$ cat src/rtl/pll_phase_ctrl.sv
// pll_phase_ctrl: lock supervisor and run-time phase-step sequencer for a MAX10 PLL.
// Pulses areset, qualifies lock, then steps one output counter's phase per host request.
module pll_phase_ctrl #(
  parameter int NCLK          = 2,
  parameter int ARESET_CYCLES = 16,
  parameter int LOCK_WAIT     = 1024,
  parameter int TIMEOUT       = 255,
  parameter int PW            = 8
) (
  input  logic               i_clk,
  input  logic               i_reset_n,
  input  logic               i_pll_locked,
  input  logic               i_pll_phasedone,
  output logic               o_pll_areset,
  output logic               o_pll_phasestep,
  output logic               o_pll_phaseupdown,
  output logic [2:0]         o_pll_cntsel,
  input  logic               i_req_valid,
  output logic               o_req_ready,
  input  logic [2:0]         i_req_chan,
  input  logic               i_req_dir,
  input  logic [7:0]         i_req_steps,
  output logic               o_ready,
  output logic               o_busy,
  output logic               o_err,
  output logic               o_lost,
  output logic [NCLK*PW-1:0] o_phase
);

  localparam int CMAX0 = (ARESET_CYCLES > LOCK_WAIT) ? ARESET_CYCLES : LOCK_WAIT;
  localparam int CMAX  = (CMAX0 > TIMEOUT) ? CMAX0 : TIMEOUT;
  localparam int CW    = $clog2(CMAX + 1);
  localparam logic [CW-1:0] AR_LAST   = CW'(ARESET_CYCLES - 1);
  localparam logic [CW-1:0] LOCK_LAST = CW'(LOCK_WAIT);
  localparam logic [CW-1:0] TO_LAST   = CW'(TIMEOUT - 1);
  localparam logic [CW-1:0] CNT_ONE   = CW'(1);
  localparam logic [3:0]    NCLK_W    = 4'(NCLK);
  localparam logic [PW-1:0] PMAX      = {1'b0, {(PW-1){1'b1}}};
  localparam logic [PW-1:0] PMIN      = {1'b1, {(PW-1){1'b0}}};
  localparam logic [PW-1:0] PONE      = PW'(1);

  typedef enum logic [2:0] {
    S_AR, S_WLOCK, S_IDLE, S_SETUP, S_STEP, S_WLOW, S_WHIGH
  } state_t;

  state_t             r_state, w_nextState;
  logic [CW-1:0]      r_cnt, w_nextCnt;
  logic [2:0]         r_chan, w_nextChan;
  logic               r_dir, w_nextDir;
  logic [7:0]         r_steps, w_nextSteps;
  logic [NCLK*PW-1:0] r_phase, w_nextPhase;
  logic               r_err, w_nextErr;
  logic               r_lost, w_nextLost;
  logic               r_areset, r_phasestep, r_updown, r_reqReady, r_ready, r_busy;
  logic [2:0]         r_cntsel;
  logic [PW-1:0]      w_cur, w_upd;
  logic               w_active, w_seq, w_live;

  assign w_active = r_state inside {S_IDLE, S_SETUP, S_STEP, S_WLOW, S_WHIGH};
  assign w_seq    = w_nextState inside {S_SETUP, S_STEP, S_WLOW, S_WHIGH};
  assign w_live   = w_seq || (w_nextState == S_IDLE);

  always_comb begin
    w_nextState = r_state;
    w_nextCnt   = r_cnt;
    w_nextChan  = r_chan;
    w_nextDir   = r_dir;
    w_nextSteps = r_steps;
    w_nextPhase = r_phase;
    w_nextErr   = r_err;
    w_nextLost  = r_lost;
    w_cur       = '0;
    for (int k = 0; k < NCLK; k++) begin
      if (r_chan == 3'(k)) w_cur = r_phase[k*PW +: PW];
    end
    // Saturating +/-1 on the selected channel's signed count
    w_upd = w_cur;
    if (r_dir && (w_cur != PMAX)) w_upd = w_cur + PONE;
    else if (!r_dir && (w_cur != PMIN)) w_upd = w_cur - PONE;

    if (w_active && !i_pll_locked) begin
      w_nextState = S_AR;
      w_nextCnt   = '0;
      w_nextLost  = 1'b1;
    end else begin
      case (r_state)
        S_AR: begin
          if (r_cnt == AR_LAST) begin
            w_nextState = S_WLOCK;
            w_nextCnt   = '0;
          end else begin
            w_nextCnt = r_cnt + CNT_ONE;
          end
        end
        S_WLOCK: begin
          if (!i_pll_locked) begin
            w_nextCnt = '0;
          end else if (r_cnt == LOCK_LAST) begin
            w_nextState = S_IDLE;
            w_nextCnt   = '0;
          end else begin
            w_nextCnt = r_cnt + CNT_ONE;
          end
        end
        S_IDLE: begin
          if (i_req_valid) begin
            if ({1'b0, i_req_chan} >= NCLK_W) begin
              w_nextErr = 1'b1;
            end else begin
              w_nextErr = 1'b0;
              if (i_req_steps != 8'd0) begin
                w_nextState = S_SETUP;
                w_nextChan  = i_req_chan;
                w_nextDir   = i_req_dir;
                w_nextSteps = i_req_steps;
              end
            end
          end
        end
        S_SETUP: begin
          w_nextState = S_STEP;
          w_nextCnt   = '0;
        end
        S_STEP: begin
          if (r_cnt == CNT_ONE) begin
            w_nextState = S_WLOW;
            w_nextCnt   = '0;
          end else begin
            w_nextCnt = r_cnt + CNT_ONE;
          end
        end
        S_WLOW: begin
          w_nextCnt = r_cnt + CNT_ONE;
          if (!i_pll_phasedone) begin
            w_nextState = S_WHIGH;
          end else if (r_cnt >= TO_LAST) begin
            w_nextState = S_AR;
            w_nextCnt   = '0;
            w_nextErr   = 1'b1;
          end
        end
        S_WHIGH: begin
          w_nextCnt = r_cnt + CNT_ONE;
          if (i_pll_phasedone) begin
            for (int k = 0; k < NCLK; k++) begin
              if (r_chan == 3'(k)) w_nextPhase[k*PW +: PW] = w_upd;
            end
            w_nextSteps = r_steps - 8'd1;
            w_nextCnt   = '0;
            w_nextState = (r_steps == 8'd1) ? S_IDLE : S_SETUP;
          end else if (r_cnt >= TO_LAST) begin
            w_nextState = S_AR;
            w_nextCnt   = '0;
            w_nextErr   = 1'b1;
          end
        end
        default: begin
          w_nextState = S_AR;
          w_nextCnt   = '0;
        end
      endcase
    end

    // A PLL reset restores the compiled phases, so the accumulators follow it
    if (w_nextState == S_AR) w_nextPhase = '0;
  end

  always_ff @(posedge i_clk or negedge i_reset_n) begin
    if (!i_reset_n) begin
      r_state     <= S_AR;
      r_cnt       <= '0;
      r_chan      <= 3'd0;
      r_dir       <= 1'b0;
      r_steps     <= 8'd0;
      r_phase     <= '0;
      r_err       <= 1'b0;
      r_lost      <= 1'b0;
      r_areset    <= 1'b1;
      r_phasestep <= 1'b0;
      r_updown    <= 1'b0;
      r_cntsel    <= 3'd0;
      r_reqReady  <= 1'b0;
      r_ready     <= 1'b0;
      r_busy      <= 1'b0;
    end else begin
      r_state     <= w_nextState;
      r_cnt       <= w_nextCnt;
      r_chan      <= w_nextChan;
      r_dir       <= w_nextDir;
      r_steps     <= w_nextSteps;
      r_phase     <= w_nextPhase;
      r_err       <= w_nextErr;
      r_lost      <= w_nextLost;
      r_areset    <= (w_nextState == S_AR);
      r_phasestep <= (w_nextState == S_STEP);
      r_updown    <= w_seq & w_nextDir;
      r_cntsel    <= w_seq ? (w_nextChan + 3'd2) : 3'd0;
      r_reqReady  <= (w_nextState == S_IDLE);
      r_ready     <= w_live;
      r_busy      <= w_seq;
    end
  end

  assign o_pll_areset      = r_areset;
  assign o_pll_phasestep   = r_phasestep;
  assign o_pll_phaseupdown = r_updown;
  assign o_pll_cntsel      = r_cntsel;
  assign o_req_ready       = r_reqReady;
  assign o_ready           = r_ready;
  assign o_busy            = r_busy;
  assign o_err             = r_err;
  assign o_lost            = r_lost;
  assign o_phase           = r_phase;

endmodule

$ cat config.mk
export PLATFORM = sky130hd
export DESIGN_NAME = pll_phase_ctrl
export DESIGN_NICKNAME = d
export VERILOG_FILES = /design/src/rtl/pll_phase_ctrl.sv
export SDC_FILE = /design/constraint.sdc
export NUM_CORES = 1
export LEC_CHECK = 0
export ABC_AREA = 1
export BUFFER_PORTS_ARGS = -buffer_cell sky130_fd_sc_hd__buf_4
export CORE_ASPECT_RATIO = 0.75
export CORE_MARGIN = 2
export CORE_UTILIZATION = 50
export DETAILED_ROUTE_END_ITERATION = 12
export GPL_TIMING_DRIVEN = 0
export HOLD_SLACK_MARGIN = 0.03
export PLACE_DENSITY = 0.68
export SLEW_MARGIN = 20
export SYNTH_ARGS = -nofsm -noshare
export SYNTH_HDL_FRONTEND = slang
export SYNTH_SLANG_ARGS = --single-unit
$ cat constraint.sdc
create_clock -name i_clk -period 5.9 [get_ports i_clk]
set_input_delay 1.18 -clock i_clk [delete_from_list [all_inputs] [get_ports i_clk]]
set_output_delay 1.18 -clock i_clk [all_outputs]
set_load 0.02 [all_outputs]
Word level (Yosys, flattened, before mapping)
Index checks and enable logic that the tools add are counted.

$add $sub $neg: 5. Order comparisons: 2. Equality and inequality tests: 26. Muxes and demuxes: 54. Bitwise logic cells: 2. Reductions and logical operators: 22.

Operators with widths (number): 11-bit 2-to-1 mux (8); 8-bit 2-to-1 mux (10); 11-bit one-hot mux with 6 select lines (1); 16-bit 2-to-1 mux (4); 3-bit 2-to-1 mux (17); 3-bit one-hot mux with 7 select lines (1); 3-bit == test (second input constant) (6); 8-bit one-hot mux with 2 select lines (1); 8-bit by 1-bit subtractor with 8-bit output (second input constant) (2); 3-bit by 2-bit == test with 1-bit output (second input constant) (4); 11-bit by 1-bit adder with 11-bit output (second input constant) (1); 11-bit by 1-bit == test with 1-bit output (second input constant) (1); 11-bit == test (second input constant) (1); 11-bit by 4-bit == test with 1-bit output (second input constant) (1); 11-bit by 8-bit >= comparator with 1-bit output (second input constant) (1); 1-bit 2-to-1 mux (11); 2-bit != test (second input constant) (5); 2-bit nonzero test (5); 3-bit zero test (3); 8-bit by 1-bit adder with 8-bit output (second input constant) (1); 8-bit by 1-bit == test with 1-bit output (second input constant) (1); 8-bit by 7-bit != test with 1-bit output (second input constant) (1); 8-bit != test (second input constant) (1); 4-bit AND reduction (2); other kinds (16) (22).

Register bits: 53. Output and inout bits: 27.

Depth between registers and ports, before layout
Depth after elaboration: 12. Depth in mapped cells: 18. Mapped depth without buffers: 17.

Worst setup path before layout
OpenSTA, ideal clock, no wires.

Kind: input to register. From: input i_req_steps[6]. To: register r_phase[15], in the netlist o_phase[15]. Library setup time: 0.118 ns. Arrival: 2.148 ns. Slack: 3.634 ns. Stages on the path: 12. Path buffers: 0. Cells stage by stage: nor2_1 > nand4_1 > nand3_1 > nand2_1 > nor2_1 > nand3_1 > nand2_2 > nand3_4 > nand2_1 > inv_2 > nand2_1 > nand2_1.

Longest elaborated chain between the ends: 9. Elaborated cells between the ends (all ways): 13.

RTL lines: from (decl) (line 22) `input logic [7:0] i_req_steps,`; 8-bit nonzero test (*) (line 111) `if (i_req_steps != 8'd0) begin`; 3-bit 2-to-1 mux (*) (line 111); 3-bit 2-to-1 mux (*) (line 107) `if ({1'b0, i_req_chan} >= NCLK_W) begin`; 3-bit 2-to-1 mux (*) (line 106) `if (i_req_valid) begin`; 3-bit one-hot mux with 7 select lines (*) (line 86) `case (r_state)`; 3-bit 2-to-1 mux (*) (line 81) `if (w_active && !i_pll_locked) begin`; 3-bit zero test (*) (line 165) `if (w_nextState == S_AR) w_nextPhase = '0;`; 2-bit by 1-bit != test with 1-bit output (no source line) or 2-bit nonzero test (tied branches); 4-bit AND reduction (no source line); to (signal assigned) (line 191) `r_phase <= w_nextPhase;`; to (decl) (line 51) `logic [NCLK*PW-1:0] r_phase, w_nextPhase;`.

Every way passes the cells marked *; elsewhere a longest branch is shown, timed or not. A chain may end at the register's enable or synchronous reset.

Worst setup path in the final report
From: input i_req_steps[1]. To: register r_phase[12], in the netlist o_phase[12].

The elaborated chain is that of the path after synthesis.

==> results.toml <==
[layout]
n_antenna_cell = 0
nFillCells = 660
layout.nets = 563
finalInstanceArea_sq_um = 4010
layout.cells.non_filler = 622
syn2layout_area_growth_pct = 16.4
fin_util = 0.596
drive_gt1_frac = 0.175

[yosys]
synth.distinct_cells = 38
yosys-top-cells-area = "dfrtp_1 (38%), nand2_1 (17%), nand3_1 (5.7%)"
yosys-top-cells-count = "nand2_1 (154), dfrtp_1 (52), nor2_1 (52)"
syn_avg_cell_area_sq_um = 7.07
synth_edf_count = 0
yosysMostFrequentCell = "nand2_1"
seq_area_frac_synth = 0.385
synth_nets = 513
synth_top_area_share = 0.378
synth_area_leader_cell = "dfrtp_1"
ys_warn_count = 0
synthCells = 487
synthArstFlopShare = 1.00
ys.flop_type = "dfrtp_1"
ys_ff_latch = 53
synth_area_sq_um = 3440

[sta]
max_freq_mhz = 408
finalWorstSetupSlack_ps = 3450
fin_tns_setup_ps = 0
rsz0062_at_grt = "no"
period_share = 0.415
clock_skew_ps = 6.93
layout_min_cycle_time_ps = 2450
finalSetupViolCount = 0
slew_viol_final = 0
hold_violations = 0
holdWs_ps = 513
worst_pin_slew_ps = 667
relSlewSlack = 0.555

[clock_tree]
root_buffer = "clkbuf_8"
numCtsBuffers = 5
worstSkewPairLatency_ps = 310
cts.htree.levels = 2
postCtsResizedCells = 0
clockBufferDepth = 2
cts.sinks = 53
cts_tree = "yes"
cts.clk_slew.worst_paths_ps = 100
hold_buffers = 0
cts_setup_buffers = 0

[critical_path]
cp-start-kind = "input pin"
crit_required_ps = 6100
crit_type = "input pin to flop"
cp.arrival_ps = 2650
cp_max_fo = 9
critPathCaptureType = "flop"

[power]
p_sw_uw = 767
power.leakage_nw = 2.08
clockPowerShare = 0.178
peakVddDrop_mv = 0.317
comb_power_share = 0.506
p_int_uw = 896
swShare = 0.461
power_mw = 1.66
cellPowerDensity_nw_per_um2 = 415
power_frac_seq = 0.316

[floorplan]
ios = 44
start_util = 0.512
die_h_um = 75.9
coreArea_sq_um = 6730
die_x_um = 99.8
rows = 26
dieArea_sq_um = 7580

[grt]
antenna_found_initial = 0
overflow = 0
grt_pass1_wl_um = 13800
grt_pass1_vias = 2877
grt_usage = 0.231
grt_max_degree = 54

[routing]
post-route-drc-count = 0
routed_wl_um = 8330
viasPerCell = 5.22
ant_nets = 0
first_pass_iters = 4
drt-initial-drc-count = 246
wire_per_inst_um = 13.4
route.vias.total = 3246

[placed_design]
placed_cell_area_sq_um = 3870
dp.cells = 614
place_congestion = 0.951
dp_hpwl_um = 6240
port_buffers = 43
dp_worst_setup_slack_ps = 3160

[job]
maxCapViolCount = 0

[outcome]
outcome = "finished, final reports clean"

[worst_hold_path]
hold_path_class = "flop to flop"
==> final cells by class <==
| type | instances | area [sq um] | share of cell area |
|---|---|---|---|
| flip-flops and latches | 53 | 1330 | 0.331 |
| multi-input cells | 368 | 1850 | 0.461 |
| inverters | 59 | 221 | 0.0552 |
| clock inverters | 3 | 68.8 | 0.0172 |
| well taps | 84 | 105 | 0.0262 |
| plain buffers | 7 | 47.5 | 0.0119 |
| clock buffers | 5 | 68.8 | 0.0172 |
| repair buffers | 43 | 323 | 0.0805 |
==> cell families (layout without fill, tap and decap cells) <==
logic type | Yosys count | in the layout | share of synthesized area
AND/OR/NAND/NOR | 293 | 293 | 0.380
multiplexers | 1 | 1 | 0.00327
buffers and inverters | 66 | 117 | 0.0781
flip-flops | 53 | 53 | 0.385
XOR/XNOR | 13 | 13 | 0.0331
adder cells (fa/ha/maj) | 9 | 9 | 0.0327
AO/OA/AOI/OAI | 52 | 52 | 0.0875
==> critical path, cell delays in order <==
cell and delay [ps]:
buf_4 110, nor2_1 150, nand4_1 200, nand3_1 130, nand2_1 60, nor2_1 80
nand3_1 80, nand2_2 130, nand3_4 160, nand2_1 130, inv_2 100, nand2_1 70
nand2_1 50
==> sequential cells by signal (all words and copies together) (netlist names) <==
register           flops
o_lost                 1
o_busy                 1
o_req_ready            1
r_dir                  1
o_pll_phasestep        1
r_state                3
o_ready                1
r_steps                8
r_chan                 3
o_phase               16
o_pll_cntsel           3
o_pll_phaseupdown      1
o_pll_areset           1
o_err                  1
r_cnt                 11
==> routing by layer <==
| metal | GRT usage | wire length [um] | vias up |
|---|---|---|---|
| li1 | - | - | 1668 |
| met1 | 0.347 | 4250 | 1473 |
| met2 | 0.347 | 3480 | 98 |
| met3 | 0.0486 | 547 | 7 |
| met4 | 0.0472 | 52 | 0 |
| met5 | 0 | 0 | - |
==> power by group through the flow <==
stage	Sequential [mW]	Combinational, mW	Clock [mW]
2_1_floorplan	0.553	0.571	0
3_3_place_gp	0.529	0.828	0
3_5_place_dp	0.528	0.839	0
4_1_cts	0.525	0.841	0.303
5_1_grt	0.537	0.943	0.318
6_report	0.526	0.842	0.295
==> cell usage in the layout, fill, tap and decap left out, drive strengths merged, types with 3 or more instances in the layout <==
cell type	count
a21oi	8
a31oi	3
buf	48
clkbuf	7
clkinv	3
dfrtp	52
ha	9
inv	57
nand2	161
nand3	43
nand3b	4
nand4	17
nor2	57
nor3	8
o21ai	34
xnor2	4
xor2	9
==> final timing paths <==
check,from,end,slack (ps),cells past startpoint
max,i_req_steps[1],o_phase[12],3450,13
min,o_lost,o_lost,510,1
max reg2reg,r_chan[0],o_phase[1],3480,15
min reg2reg,o_lost,o_lost,510,1
max in group asynchronous,i_reset_n,o_phase[12],4550,1
min in group asynchronous,i_reset_n,r_steps[4],890,1
(Power assumes the default switching activity.)
